==> src/rtl/cv32e40p_tmr_fault_injector_if.sv <==
// Control, status and replica buses of the TMR fault injector.
// slave: injector side; master: campaign controller / TMR wrapper side.
interface cv32e40p_tmr_fault_injector_if #(
  parameter int WIDTH = 32,
  parameter int CNT_W = 16
);
  logic             arm_i;
  logic             abort_i;
  logic [1:0]       target_i;
  logic [1:0]       mode_i;
  logic [WIDTH-1:0] mask_i;
  logic [CNT_W-1:0] delay_i;
  logic [CNT_W-1:0] len_i;
  logic             trig_i;
  logic [WIDTH-1:0] res0_i;
  logic [WIDTH-1:0] res1_i;
  logic [WIDTH-1:0] res2_i;
  logic [WIDTH-1:0] res0_o;
  logic [WIDTH-1:0] res1_o;
  logic [WIDTH-1:0] res2_o;
  logic             busy_o;
  logic             inject_o;
  logic             done_o;
  logic [CNT_W-1:0] inj_count_o;

  modport slave (
    input  arm_i, abort_i, target_i, mode_i,
    input  mask_i, delay_i, len_i, trig_i,
    input  res0_i, res1_i, res2_i,
    output res0_o, res1_o, res2_o,
    output busy_o, inject_o, done_o, inj_count_o
  );

  modport master (
    output arm_i, abort_i, target_i, mode_i,
    output mask_i, delay_i, len_i, trig_i,
    output res0_i, res1_i, res2_i,
    input  res0_o, res1_o, res2_o,
    input  busy_o, inject_o, done_o, inj_count_o
  );
endinterface

==> src/rtl/cv32e40p_tmr_fault_injector.sv <==
// Corrupts one TMR replica result for a programmed window ahead of the voters.
// Ports: clk, rst_n (async low), bus (slave: config in, replicas in/out, status out).
module cv32e40p_tmr_fault_injector #(
  parameter int WIDTH = 32,
  parameter int CNT_W = 16
) (
  input logic clk,
  input logic rst_n,
  cv32e40p_tmr_fault_injector_if.slave bus
);

  typedef enum logic [1:0] {
    S_IDLE   = 2'd0,
    S_DELAY  = 2'd1,
    S_INJECT = 2'd2
  } state_e;

  state_e           state_q, state_d;
  logic [1:0]       tgt_q, tgt_d;
  logic [1:0]       mode_q, mode_d;
  logic [WIDTH-1:0] mask_q, mask_d;
  logic [CNT_W-1:0] len_q, len_d;
  logic [CNT_W-1:0] cnt_q, cnt_d;
  logic [CNT_W-1:0] inj_q, inj_d;
  logic             done_q, done_d;

  logic             inj_act;
  logic [CNT_W-1:0] len_eff;

  // Single-bit flip always lasts one cycle; a zero length means one.
  assign len_eff = (bus.mode_i == 2'b00 || bus.len_i == '0)
                 ? CNT_W'(1) : bus.len_i;

  assign inj_act = (state_q == S_INJECT) && (tgt_q != 2'd3);

  always_ff @(posedge clk or negedge rst_n) begin
    if (!rst_n) begin
      state_q <= S_IDLE;
      tgt_q   <= '0;
      mode_q  <= '0;
      mask_q  <= '0;
      len_q   <= '0;
      cnt_q   <= '0;
      inj_q   <= '0;
      done_q  <= 1'b0;
    end else begin
      state_q <= state_d;
      tgt_q   <= tgt_d;
      mode_q  <= mode_d;
      mask_q  <= mask_d;
      len_q   <= len_d;
      cnt_q   <= cnt_d;
      inj_q   <= inj_d;
      done_q  <= done_d;
    end
  end

  always_comb begin
    state_d = state_q;
    tgt_d   = tgt_q;
    mode_d  = mode_q;
    mask_d  = mask_q;
    len_d   = len_q;
    cnt_d   = cnt_q;
    done_d  = 1'b0;
    unique case (state_q)
      S_IDLE: begin
        if (bus.arm_i) begin
          tgt_d  = bus.target_i;
          mode_d = bus.mode_i;
          mask_d = bus.mask_i;
          len_d  = len_eff;
          if (bus.delay_i == '0) begin
            state_d = S_INJECT;
            cnt_d   = len_eff;
          end else begin
            state_d = S_DELAY;
            cnt_d   = bus.delay_i;
          end
        end
      end
      S_DELAY: begin
        if (bus.trig_i) begin
          if (cnt_q == CNT_W'(1)) begin
            state_d = S_INJECT;
            cnt_d   = len_q;
          end else begin
            cnt_d = cnt_q - CNT_W'(1);
          end
        end
      end
      S_INJECT: begin
        if (cnt_q == CNT_W'(1)) begin
          state_d = S_IDLE;
          done_d  = 1'b1;
        end else begin
          cnt_d = cnt_q - CNT_W'(1);
        end
      end
      default: state_d = S_IDLE;
    endcase
    // Abort outranks arm and completion; config latched above is harmless.
    if (bus.abort_i) begin
      state_d = S_IDLE;
      done_d  = 1'b0;
      tgt_d   = tgt_q;
      mode_d  = mode_q;
      mask_d  = mask_q;
      len_d   = len_q;
    end
  end

  // The cycle being aborted was still corrupted, so it is counted.
  always_comb begin
    inj_d = inj_q;
    if (inj_act && inj_q != '1) inj_d = inj_q + CNT_W'(1);
  end

  function automatic logic [WIDTH-1:0] corrupt(
    input logic [WIDTH-1:0] r
  );
    logic [WIDTH-1:0] f;
    unique case (1'b1)
      !mode_q[1]:         f = r ^ mask_q;
      mode_q == 2'b10:    f = r | mask_q;
      default:            f = r & ~mask_q;
    endcase
    return f;
  endfunction

  always_comb begin
    bus.res0_o = bus.res0_i;
    bus.res1_o = bus.res1_i;
    bus.res2_o = bus.res2_i;
    if (inj_act && tgt_q == 2'd0) bus.res0_o = corrupt(bus.res0_i);
    if (inj_act && tgt_q == 2'd1) bus.res1_o = corrupt(bus.res1_i);
    if (inj_act && tgt_q == 2'd2) bus.res2_o = corrupt(bus.res2_i);
    bus.busy_o      = (state_q != S_IDLE);
    bus.inject_o    = inj_act;
    bus.done_o      = done_q;
    bus.inj_count_o = inj_q;
  end

endmodule

==> src/flat_wrapper.sv <==
// flat-port wrapper written by rule: the top's interface ports become plain ports
module cv32e40p_tmr_fault_injector_flat 
#(
  parameter int WIDTH = 32,
  parameter int CNT_W = 16
)
  (clk, rst_n, bus_arm_i, bus_abort_i, bus_target_i, bus_mode_i, bus_mask_i, bus_delay_i, bus_len_i, bus_trig_i, bus_res0_i, bus_res1_i, bus_res2_i, bus_res0_o, bus_res1_o, bus_res2_o, bus_busy_o, bus_inject_o, bus_done_o, bus_inj_count_o);
  cv32e40p_tmr_fault_injector_if #(.WIDTH(WIDTH), .CNT_W(CNT_W)) bus_i ();
  input logic clk;
  input logic rst_n;
  input wire logic [$bits(bus_i.arm_i)-1:0] bus_arm_i;
  input wire logic [$bits(bus_i.abort_i)-1:0] bus_abort_i;
  input wire logic [$bits(bus_i.target_i)-1:0] bus_target_i;
  input wire logic [$bits(bus_i.mode_i)-1:0] bus_mode_i;
  input wire logic [$bits(bus_i.mask_i)-1:0] bus_mask_i;
  input wire logic [$bits(bus_i.delay_i)-1:0] bus_delay_i;
  input wire logic [$bits(bus_i.len_i)-1:0] bus_len_i;
  input wire logic [$bits(bus_i.trig_i)-1:0] bus_trig_i;
  input wire logic [$bits(bus_i.res0_i)-1:0] bus_res0_i;
  input wire logic [$bits(bus_i.res1_i)-1:0] bus_res1_i;
  input wire logic [$bits(bus_i.res2_i)-1:0] bus_res2_i;
  output wire logic [$bits(bus_i.res0_o)-1:0] bus_res0_o;
  output wire logic [$bits(bus_i.res1_o)-1:0] bus_res1_o;
  output wire logic [$bits(bus_i.res2_o)-1:0] bus_res2_o;
  output wire logic [$bits(bus_i.busy_o)-1:0] bus_busy_o;
  output wire logic [$bits(bus_i.inject_o)-1:0] bus_inject_o;
  output wire logic [$bits(bus_i.done_o)-1:0] bus_done_o;
  output wire logic [$bits(bus_i.inj_count_o)-1:0] bus_inj_count_o;
  assign bus_i.arm_i = bus_arm_i;
  assign bus_i.abort_i = bus_abort_i;
  assign bus_i.target_i = bus_target_i;
  assign bus_i.mode_i = bus_mode_i;
  assign bus_i.mask_i = bus_mask_i;
  assign bus_i.delay_i = bus_delay_i;
  assign bus_i.len_i = bus_len_i;
  assign bus_i.trig_i = bus_trig_i;
  assign bus_i.res0_i = bus_res0_i;
  assign bus_i.res1_i = bus_res1_i;
  assign bus_i.res2_i = bus_res2_i;
  assign bus_res0_o = bus_i.res0_o;
  assign bus_res1_o = bus_i.res1_o;
  assign bus_res2_o = bus_i.res2_o;
  assign bus_busy_o = bus_i.busy_o;
  assign bus_inject_o = bus_i.inject_o;
  assign bus_done_o = bus_i.done_o;
  assign bus_inj_count_o = bus_i.inj_count_o;
  cv32e40p_tmr_fault_injector #(.WIDTH(WIDTH), .CNT_W(CNT_W)) u_core (.clk(clk), .rst_n(rst_n), .bus(bus_i));
endmodule
==> config.mk <==
export PLATFORM = sky130hd
export DESIGN_NAME = cv32e40p_tmr_fault_injector_flat
export DESIGN_NICKNAME = d
export VERILOG_FILES = /design/src/rtl/cv32e40p_tmr_fault_injector_if.sv /design/src/rtl/cv32e40p_tmr_fault_injector.sv /design/src/flat_wrapper.sv
export SDC_FILE = /design/constraint.sdc
export NUM_CORES = 1
export LEC_CHECK = 0
export BUFFER_PORTS_ARGS = -buffer_cell sky130_fd_sc_hd__buf_2
export CELL_PAD_IN_SITES_DETAIL_PLACEMENT = 1
export CELL_PAD_IN_SITES_GLOBAL_PLACEMENT = 1
export CORE_ASPECT_RATIO = 0.7
export CORE_MARGIN = 2
export CORE_UTILIZATION = 40
export CTS_BUF_LIST = sky130_fd_sc_hd__clkbuf_4
export DETAILED_ROUTE_END_ITERATION = 8
export GPL_TIMING_DRIVEN = 0
export PLACE_DENSITY_LB_ADDON = 0.1
export SLEW_MARGIN = 20
export SYNTH_ARGS = -nofsm -noshare
export SYNTH_HDL_FRONTEND = slang
export SYNTH_SLANG_ARGS = --single-unit
==> constraint.sdc <==
create_clock -name clk -period 3 [get_ports clk]
set_clock_uncertainty 0.1 [all_clocks]
set_input_delay 0 -clock clk [delete_from_list [all_inputs] [get_ports clk]]
set_output_delay 0 -clock clk [all_outputs]
set_load 0.005 [all_outputs]
==> results.cfg, run 1 <==
[synth]
netlist_area_sq_um = 10200
synthSimpleGateAreaFrac_pct = 15.6
synthAdderAreaFrac_pct = 24.4
synthMuxAreaShare_pct = 4.09
synth_area_leaders = ha_1 (24%), dfrtp_1 (21%), o21ai_0 (11%)
yosysSeqAreaShare_pct = 21.4
synth_top_family_by_area = adder cells
synth_warnings = 0
synth-xor-area-share_pct = 1.63
synth_edf_count = 0
async_reset_ff_share_pct = 100
synth.net_count = 1691
synth_compound_area_share_pct = 24.2
netlist_instances = 1323
synthDominantCellAreaShare_pct = 24.4
syn_avg_cell_area_sq_um = 7.70
yosysUniqueCellTypes = 63
synth_top_cell_by_area = ha_1
ys_ff_latch = 87
synth-main-ff-cell = dfrtp_1

[placed_design]
hpwl_um = 33500
gp_congestion = 0.954
io_buffers = 283
dp_worst_setup_slack_ns = 0.167

[sta]
relSlewSlack_pct = 42.9
setup_tns_ns = 0
tightest_slew_ns = 0.849
min_period_ns = 2.93
finalSetupViolCount = 0
worst_slack_ns = 0.0653
max_freq_ghz = 0.341
hold_violations = 0
drv_slew = 0
period_share_pct = 97.8
rsz0062_at_grt = no

[setup_path]
reg2regPathDepth = 6
timing_worst_setup_path_type = flip-flop to flip-flop
crit_arrival_ns = 3.26
cp_cell_sequence = clkbuf_1, nor4_1, nand4_1, a21oi_1, o21ai_0, a22o_1
worst-path-buf-inv = 1
cp.required_ns = 3.33
start_kind = flip-flop
reg2reg_to = u_core.cnt_q[5]
endpoint_kind = flip-flop
cp_max_fo = 7
reg2reg_slack_ns = 0.07
r2r-start = u_core.cnt_q[11]
critical_path.max_stage_delay_ns = 0.67
critPathSlowestCell = a21oi_1
cp_top_family = compound AO/OA/AOI/OAI gates

[finish]
layout.nets = 2062
drive_gt1_share_pct = 22.2
fillers = 3185
final_cell_mix = buf_2 (289), nand2_1 (235), o21ai_0 (215)
post-route-util_pct = 52.3
areaGrowthSynthToFinish_pct = 27.7
final_common_cell = buf_2

[clock_network]
insertion_delay_ns = 0.53
cts_tree = yes
clk_path_buf_depth = 2
htreeDepth = 3
cts_buffers = 9
clock_sinks = 87
root_buffer = clkbuf_4
clk_pin_slew_ns = 0.18

[hold_path]
min-delay-start = bus_abort_i
holdPathEnd = u_core.bus.done_o
hold_class = input port to flip-flop
hold_depth = 3

[floorplanning]
coreArea_sq_um = 24900
die_x_um = 195
die_h_um = 138
ios = 284
dieArea_sq_um = 26800
start_util_pct = 41.0
rows = 48

[detailed_routing]
vias = 11759
drtIter0Drc = 735
vias_per_cell = 5.79
avgRoutedWirePerCell_um = 21.9
route.detailed.drc = 0
first_pass_iters = 5
ant_nets = 0
drt-total-wl_um = 44400

[power_and_ir_drop]
powerDensity_nw_per_um2 = 755
ir_drop_v = 0.000288
p_leak_nw = 6.60
total_power_w = 0.00983

[grt]
grt_pass1_vias = 11644
gr-total-overflow = 0
grt_usage_pct = 32.9
grt_max_degree = 73
antenna_found_initial = 8
grt_pass1_wl_um = 67600

[status]
outcome = completed

[job]
drv_cap = 0
==> registers in the layout (all words and copies together) (netlist names) <==
name / count
u_core.bus.done_o: 1
u_core.tgt_q: 2
u_core.len_q: 16
u_core.mode_q: 2
u_core.state_q: 2
u_core.mask_q: 32
u_core.cnt_q: 16
u_core.bus.inj_count_o: 16
==> stage by stage <==
| stage | instance area (sq um) | hold slack, ns | std cells |
|---|---|---|---|
| 3_3_place_gp | 12000 | 0.106 | 1931 |
| 4_1_cts | 13000 | 0.0648 | 2022 |
| 5_1_grt | 13000 | 0.0908 | 2028 |
| 3_5_place_dp | 12000 | -0.249 | 1932 |
| 2_1_floorplan | 10200 | -0.396 | 1323 |
| 6_report | 13000 | 0.104 | 2030 |
==> cell families (layout without fill, tap and decap cells) <==
family	after synthesis	count (layout)
AO/OA/AOI/OAI	396	396
AND/OR/NAND/NOR	354	354
buffers and inverters	231	607
adder cells (fa/ha/maj)	199	199
flip-flops	87	87
multiplexers	37	37
XOR/XNOR	19	19
other	0	6
==> Yosys cell counts, drive strengths merged, types with 9 or more instances <==
cell type  count
nand2        235
o21ai        220
ha           199
inv          136
o211ai        98
dfrtp         87
clkbuf        76
mux2          37
nor2          24
buf           18
nor3          17
nor4          17
nand3         15
nand4         12
a311oi        10
xor2          10
xnor2          9
==> timing repair <==
| action | 4_1_cts | 5_1_grt |
|---|---|---|
| hold buffers | 76 | 0 |
| endpoints found under the hold margin | 158 | 0 |
| pin swaps | 0 | 1 |
| endpoints found under the setup margin | 54 | 55 |
| resized for setup | 11 | 34 |
| buffers inserted | 0 | 2 |
==> where the power goes <==
group          total (W)  switching, W  internal (W)  leakage (nW)
registers        0.00220      0.000537       0.00167          1.07
logic            0.00685       0.00439       0.00246          5.45
clock network   0.000771      0.000578      0.000193        0.0722
==> metal layers <==
layer  routed length (um)  vias to the layer above  part of all wire [%]  track usage, %
met4                 1260                        6                   2.8            9.63
li1                     -                     5375                     -               -
met2                19000                      494                    43            51.6
met5                   42                        -                 0.095               0
met3                 3290                      108                   7.4            5.92
met1                20800                     5776                    47            46.2
==> worst max-delay path by stage <==
| stage | endpoint | cells after the start | startpoint | slack (ns) |
|---|---|---|---|---|
| after detailed placement | bus_res0_o[29] | 9 | u_core.state_q[0] | 0.17 |
| after global routing | bus_res0_o[6] | 7 | u_core.state_q[0] | 0.003 |
| after global placement | bus_res0_o[29] | 9 | u_core.state_q[0] | 0.16 |
| after CTS | bus_res0_o[20] | 8 | u_core.state_q[0] | 0.004 |
| after floorplan | u_core.cnt_q[8] | 7 | u_core.cnt_q[0] | 0.81 |
| final | u_core.cnt_q[5] | 6 | u_core.cnt_q[11] | 0.07 |
==> layout make-up <==
type,count,area (sq um),area share (%)
multi-input cells,1005,7150,54.9
repair buffers,362,2230,17.1
flip-flops and latches,87,2180,16.7
inverters,137,514,3.95
well taps,325,407,3.12
plain buffers,92,392,3.01
clock inverters,7,70.1,0.538
clock buffers,9,67.6,0.519
diodes,6,15.0,0.115
==> worst reg2reg max path, stage by stage (launching register included) <==
cell and delay [ns]:
dfrtp_1 0.40, clkbuf_1 0.19, nor4_1 0.54, nand4_1 0.52, a21oi_1 0.67, o21ai_0 0.18, a22o_1 0.25
(Power assumes the default switching activity.)
==> run 2: changes to the inputs <==
--- a/config.mk
+++ b/config.mk
@@ -5,12 +5,14 @@
 export SDC_FILE = /design/constraint.sdc
 export NUM_CORES = 1
 export LEC_CHECK = 0
+export ABC_AREA = 1
+export ABC_CLOCK_PERIOD_IN_PS = 3000
 export BUFFER_PORTS_ARGS = -buffer_cell sky130_fd_sc_hd__buf_2
 export CELL_PAD_IN_SITES_DETAIL_PLACEMENT = 1
 export CELL_PAD_IN_SITES_GLOBAL_PLACEMENT = 1
 export CORE_ASPECT_RATIO = 0.7
 export CORE_MARGIN = 2
-export CORE_UTILIZATION = 40
+export CORE_UTILIZATION = 38
 export CTS_BUF_LIST = sky130_fd_sc_hd__clkbuf_4
 export DETAILED_ROUTE_END_ITERATION = 8
 export GPL_TIMING_DRIVEN = 0
==> run 2 against run 1 <==
Combinational power down 11%. Register-to-register slack better by 0.30 ns. Total power fell by 9.7%. Via count increased by 1.4%. First-iteration DRC count shrank 30%. Sequential power fell by 7%. Sequential share of layout area shrank 0.48 points. Core utilization down 2.6 points. Critical endpoint is now bus_res0_o[3].
==> results.cfg, run 2 <==
[status]
outcome = completed

[synth]
synth_top_family_by_area = adder cells
synthDominantCellAreaShare_pct = 23.8
synth_compound_area_share_pct = 18.6
synthAdderAreaFrac_pct = 23.8
netlist_area_sq_um = 10500
ys_top_cells_by_count = o21ai_0 (314), nand2_1 (294), inv_1 (276), ha_1 (199), nor2_1 (164)
synth_warnings = 0
synth_edf_count = 0
synthMuxAreaShare_pct = 0
synth.net_count = 1956
async_reset_ff_share_pct = 100
netlist_instances = 1588
synth-main-ff-cell = dfrtp_1
synth-xor-area-share_pct = 1.51
synthSimpleGateAreaFrac_pct = 21.9
syn_avg_cell_area_sq_um = 6.59
synth_area_leaders = ha_1 (24%), dfrtp_1 (21%), o21ai_0 (15%)
synth_top_cell_by_area = ha_1
yosys.cell_count.top_type = o21ai_0
yosysSeqAreaShare_pct = 20.8
yosysUniqueCellTypes = 37
ys_ff_latch = 87

[finish]
areaGrowthSynthToFinish_pct = 28.0
postLayoutCellArea_sq_um = 13400
regMostFlops = u_core.mask_q
post-route-util_pct = 49.8
drive_gt1_share_pct = 19.1
final_common_cell = o21ai_0
final_cell_mix = o21ai_0 (314), buf_2 (297), nand2_1 (294)
largest_reg_flops = 32
fillers = 3706
layout.nets = 2335

[power_and_ir_drop]
ir_drop_v = 0.000308
swShare_pct = 55.7
p_seq_share_pct = 23.0
comb_power_share_pct = 69.0
powerDensity_nw_per_um2 = 663
p_clk_share_pct = 8.0
power_switching_w = 0.00494
p_leak_nw = 7.22
intPower_w = 0.00394

[clock_network]
clk_path_buf_depth = 2
insertion_delay_ns = 0.51
clk_pin_slew_ns = 0.19
root_buffer = clkbuf_4
cts_tree = yes
clock_sinks = 87
htreeDepth = 3
cts_buffers = 9

[sta]
rsz0062_at_grt = no
setup_tns_ns = 0
finalSetupViolCount = 0
relSlewSlack_pct = 34.6
max_freq_ghz = 0.362
period_share_pct = 92.2
drv_slew = 0
hold_violations = 0
min_period_ns = 2.77
tightest_slew_ns = 0.978

[grt]
grt_pass1_wl_um = 66500
antenna_found_initial = 11
grt_pass1_vias = 12186
gr-total-overflow = 0
grt_usage_pct = 29.5
grt_max_degree = 73

[setup_path]
crit_arrival_ns = 2.67
reg2regPathDepth = 9
endpoint_kind = primary output
cp.required_ns = 2.90
start_kind = flip-flop
timing_worst_setup_path_type = flip-flop to primary output
cp_max_fo = 10

[floorplanning]
coreArea_sq_um = 26900
ios = 284
die_h_um = 143
dieArea_sq_um = 28900
die_x_um = 202
start_util_pct = 38.9
rows = 50

[detailed_routing]
first_pass_iters = 5
drt-total-wl_um = 42800
wl_met2_um = 19100
drtIter0Drc = 511
routed.top_layer = met5
route.detailed.drc = 0
ant_nets = 0
vias_per_cell = 5.09
vias = 11918
avgRoutedWirePerCell_um = 18.3
drt-met1-wl_um = 20200
met3_length_um = 2390

[placed_design]
io_buffers = 283
gp_congestion = 0.913
hpwl_um = 32800
placed_cell_area_sq_um = 12400

[hold_path]
hold_depth = 4
hold_class = input port to flip-flop

[job]
drv_cap = 0
==> run 2: cell count changes after synthesis, sizes merged, moves of 37 or more <==
| cell | previous run | this run |
|---|---|---|
| nand3 | 15 | 59 |
| inv | 136 | 283 |
| nor2 | 24 | 177 |
| o211ai | 98 | 1 |
| o21ai | 220 | 341 |
| nand2 | 235 | 298 |
| mux2 | 37 | 0 |
==> run 2: metrics by stage <==
stage | setup WS (ns) | hold WS, ns | std cells | power (W)
after global routing | 0.00550 | 0.105 | 2341 | 0.00983
after global placement | 0.319 | 0.108 | 2235 | 0.00755
after detailed placement | 0.350 | -0.241 | 2236 | 0.00790
final | 0.234 | 0.107 | 2343 | 0.00888
after CTS | 0.0110 | 0.0772 | 2336 | 0.00882
after floorplan | 1.26 | -0.396 | 1588 | 0.00579
==> run 2: cell families after synthesis <==
logic type      count (synthesis)
simple gates                  553
compound gates                377
buf+inv                       354
fa+ha+maj                     199
flops                          87
xor+xnor                       18
==> run 2: layout make-up <==
type                            instances  area [sq um]  area share, %
Antenna cell                            7          17.5          0.131
Buffer                                 71           353           2.64
Clock buffer                            9          67.6          0.505
Clock inverter                          7          55.1          0.411
Inverter                              283          1060           7.93
Multi-Input combinational cell       1147          6900           51.5
Sequential cell                        87          2180           16.3
Tap cell                              364           455           3.40
Timing Repair Buffer                  368          2300           17.2
==> run 2: routing by layer <==
layer  vias up  global-route usage, %
met1      5727                   40.3
met4        10                   8.64
met3        77                   5.07
met5         -                      0
li1       5759                      -
met2       345                   47.9
==> run 2: worst max-delay path, cell delays in order, from the launching register on <==
cell	delay (ns)
dfrtp_1	0.44
inv_1	0.11
ha_2	0.33
nand2_1	0.19
nor2_4	0.27
clkbuf_2	0.30
o21ai_0	0.13
o21ai_0	0.20
buf_2	0.20
==> run 2: worst paths after layout <==
path,start,to,slack (ns)
max,u_core.state_q[0],bus_res0_o[3],0.23
min,bus_mask_i[22],u_core.mask_q[22],0.11
max reg2reg,u_core.state_q[0],u_core.len_q[5],0.37
max in group asynchronous,rst_n,u_core.mask_q[19],1.00
min reg2reg,u_core.len_q[8],u_core.len_q[8],0.40
min in group asynchronous,rst_n,u_core.mask_q[9],0.47
==> run 2: power groups by stage <==
stage / Clock (W) / Sequential, W / Combinational, W
floorplan: 0 / 0.00195 / 0.00383
global placement: 0 / 0.00202 / 0.00552
detailed placement: 0 / 0.00205 / 0.00585
CTS: 0.000733 / 0.00202 / 0.00606
global route: 0.000772 / 0.00210 / 0.00696
finish: 0.000708 / 0.00204 / 0.00613
==> run 2: repair_timing <==
action,in CTS,in global routing
hold buffers,83,0
setup buffers,1,0
pin swaps,1,0
hold endpoints to repair,158,0
gates resized for setup,12,7
endpoints found under the setup margin,86,66
==> run 3: changes to the inputs <==
--- a/config.mk
+++ b/config.mk
@@ -16,7 +16,7 @@
 export CTS_BUF_LIST = sky130_fd_sc_hd__clkbuf_4
 export DETAILED_ROUTE_END_ITERATION = 8
 export GPL_TIMING_DRIVEN = 0
-export PLACE_DENSITY_LB_ADDON = 0.1
+export PLACE_DENSITY = 0.92
 export SLEW_MARGIN = 20
 export SYNTH_ARGS = -nofsm -noshare
 export SYNTH_HDL_FRONTEND = slang
==> run 3 against run 2 <==
Hold slack better by 0.00084 ns. Sequential power hardly changed. Largest power group unchanged. Core utilization is 0.14 points higher. Combinational power is 3.8% higher. Global-route usage is 1.5 points higher. Largest cell class unchanged.
==> results.cfg, run 3 (synthesis results as in run 2) <==
[grt]
grt_pass1_vias = 13309
grt_max_degree = 69
antenna_found_initial = 9
grt_usage_pct = 31.0
grt_pass1_wl_um = 70800
gr-total-overflow = 0

[placed_design]
gp_congestion = 0.927
io_buffers = 283
hpwl_um = 33500

[sta]
max_freq_ghz = 0.349
min_period_ns = 2.87
period_share_pct = 95.5
rsz0062_at_grt = no
hold_violations = 0
drv_slew = 0
relSlewSlack_pct = 30.1
tightest_slew_ns = 1.04
finalSetupViolCount = 0
hold_ws_ns = 0.108
setup_tns_ns = 0

[power_and_ir_drop]
powerDensity_nw_per_um2 = 685
swShare_pct = 56.0
intPower_w = 0.00405
p_seq_share_pct = 22.5
power_switching_w = 0.00516
total_power_w = 0.00920
p_leak_nw = 7.23
comb_power_share_pct = 69.1
p_clk_share_pct = 8.4
ir_drop_v = 0.000279

[finish]
register_area_sq_um = 2180
post-route-util_pct = 49.9
areaGrowthSynthToFinish_pct = 28.3
layout.nets = 2337
fillers = 3657
drive_gt1_share_pct = 19.0
largest_reg_flops = 32
final_common_cell = o21ai_0
regMostFlops = u_core.mask_q
final_cell_mix = o21ai_0 (314), buf_2 (297), nand2_1 (294)
multi_input_comb_area_sq_um = 6900

[setup_path]
cp.required_ns = 2.90
cp_max_fo = 10
reg2regPathDepth = 9
timing_worst_setup_path_type = flip-flop to primary output
cp-startpoint = u_core.state_q[0]
cp_top_family = buffers and inverters
cp_cell_sequence = inv_1, ha_2, inv_2, nor3_4, buf_12, clkbuf_1, o21ai_0, buf_2
critical_path.max_stage_delay_ns = 0.49
start_kind = flip-flop
worst-path-buf-inv = 5
crit_arrival_ns = 2.77
r2r-start = u_core.state_q[0]
endpoint_kind = primary output
critPathSlowestCell = clkbuf_1
crit_cells = 8

[status]
outcome = completed

[clock_network]
insertion_delay_ns = 0.50
cts_buffers = 9
clk_path_buf_depth = 2
root_buffer = clkbuf_4
clk_pin_slew_ns = 0.16
cts_tree = yes
htreeDepth = 3
clock_sinks = 87

[job]
drv_cap = 0

[detailed_routing]
ant_nets = 0
drtIter0Drc = 702
vias_per_cell = 5.37
route.detailed.drc = 0
avgRoutedWirePerCell_um = 19.5
drt-total-wl_um = 45600
first_pass_iters = 6
vias = 12584

[hold_path]
hold_depth = 3
min-delay-start = bus_abort_i
hold_class = input port to flip-flop

[floorplanning]
ios = 284
die_h_um = 143
die_x_um = 202
start_util_pct = 38.9
rows = 50
dieArea_sq_um = 28900
coreArea_sq_um = 26900
## run 3: cell count changes in the layout (fill, tap and decap cells not counted), sizes merged
| cell | before | now |
|---|---|---|
| buf | 309 | 310 |
| bufinv | 0 | 1 |
| clkinv | 3 | 2 |
| clkinvlp | 1 | 2 |
| dlygate4sd3 | 83 | 84 |
| inv | 286 | 285 |
## run 3: area by class of cell
cell class | instances | share of cell area (%)
antenna | 7 | 0.130
buffer | 71 | 2.60
clock buffer | 9 | 0.503
clock inverter | 7 | 0.596
inverter | 283 | 7.91
multi-input combinational | 1147 | 51.4
sequential | 87 | 16.2
tap | 364 | 3.39
timing repair buffer | 370 | 17.3
## run 3: final timing paths
kind / end / slack, ns
worst max-delay path: bus_res2_o[24] / 0.13
worst min-delay path: u_core.bus.done_o / 0.11
worst max register to register: u_core.mask_q[7] / 0.28
worst min register to register: u_core.len_q[13] / 0.40
max in group asynchronous: u_core.mask_q[6] / 0.95
min in group asynchronous: u_core.bus.inj_count_o[13] / 0.46
## run 3: what timing repair did
| action | CTS | global route |
|---|---|---|
| setup buffers | 2 | 0 |
| pin swaps | 1 | 0 |
| endpoints found under the setup margin | 87 | 74 |
| hold buffers | 84 | 0 |
| endpoints found under the hold margin | 158 | 0 |
| resized for setup | 10 | 5 |
## run 3: layer usage
layer  share of wire (%)  up-vias  global-route usage, %
li1                    -     5767                      -
met1                  43     6172                   38.7
met2                  47      518                   52.6
met3                 6.4      121                   6.32
met4                 3.7        6                   12.6
met5               0.085        -                      0
## run 3: power by group through the flow
stage	combinational [W]	sequential, W	clock, W
floorplan	0.00383	0.00195	0
global placement	0.00542	0.00204	0
detailed placement	0.00593	0.00208	0
CTS	0.00615	0.00205	0.000792
global route	0.00713	0.00212	0.000829
finish	0.00636	0.00207	0.000773
## run 3: per-stage QoR
| step | area [sq um] | cells | worst slack (ns) |
|---|---|---|---|
| floorplan | 10500 | 1588 | 1.26 |
| global placement | 12300 | 2235 | 0.363 |
| detailed placement | 12400 | 2236 | 0.354 |
| CTS | 13400 | 2338 | 0.0211 |
| global route | 13400 | 2344 | 0.0101 |
| finish | 13400 | 2345 | 0.135 |
## run 3: tightest hold or removal path: cells and delay by family
family                 cells  cell delay, ns
buffers and inverters      2            0.64
AND/OR/NAND/NOR            1            0.05
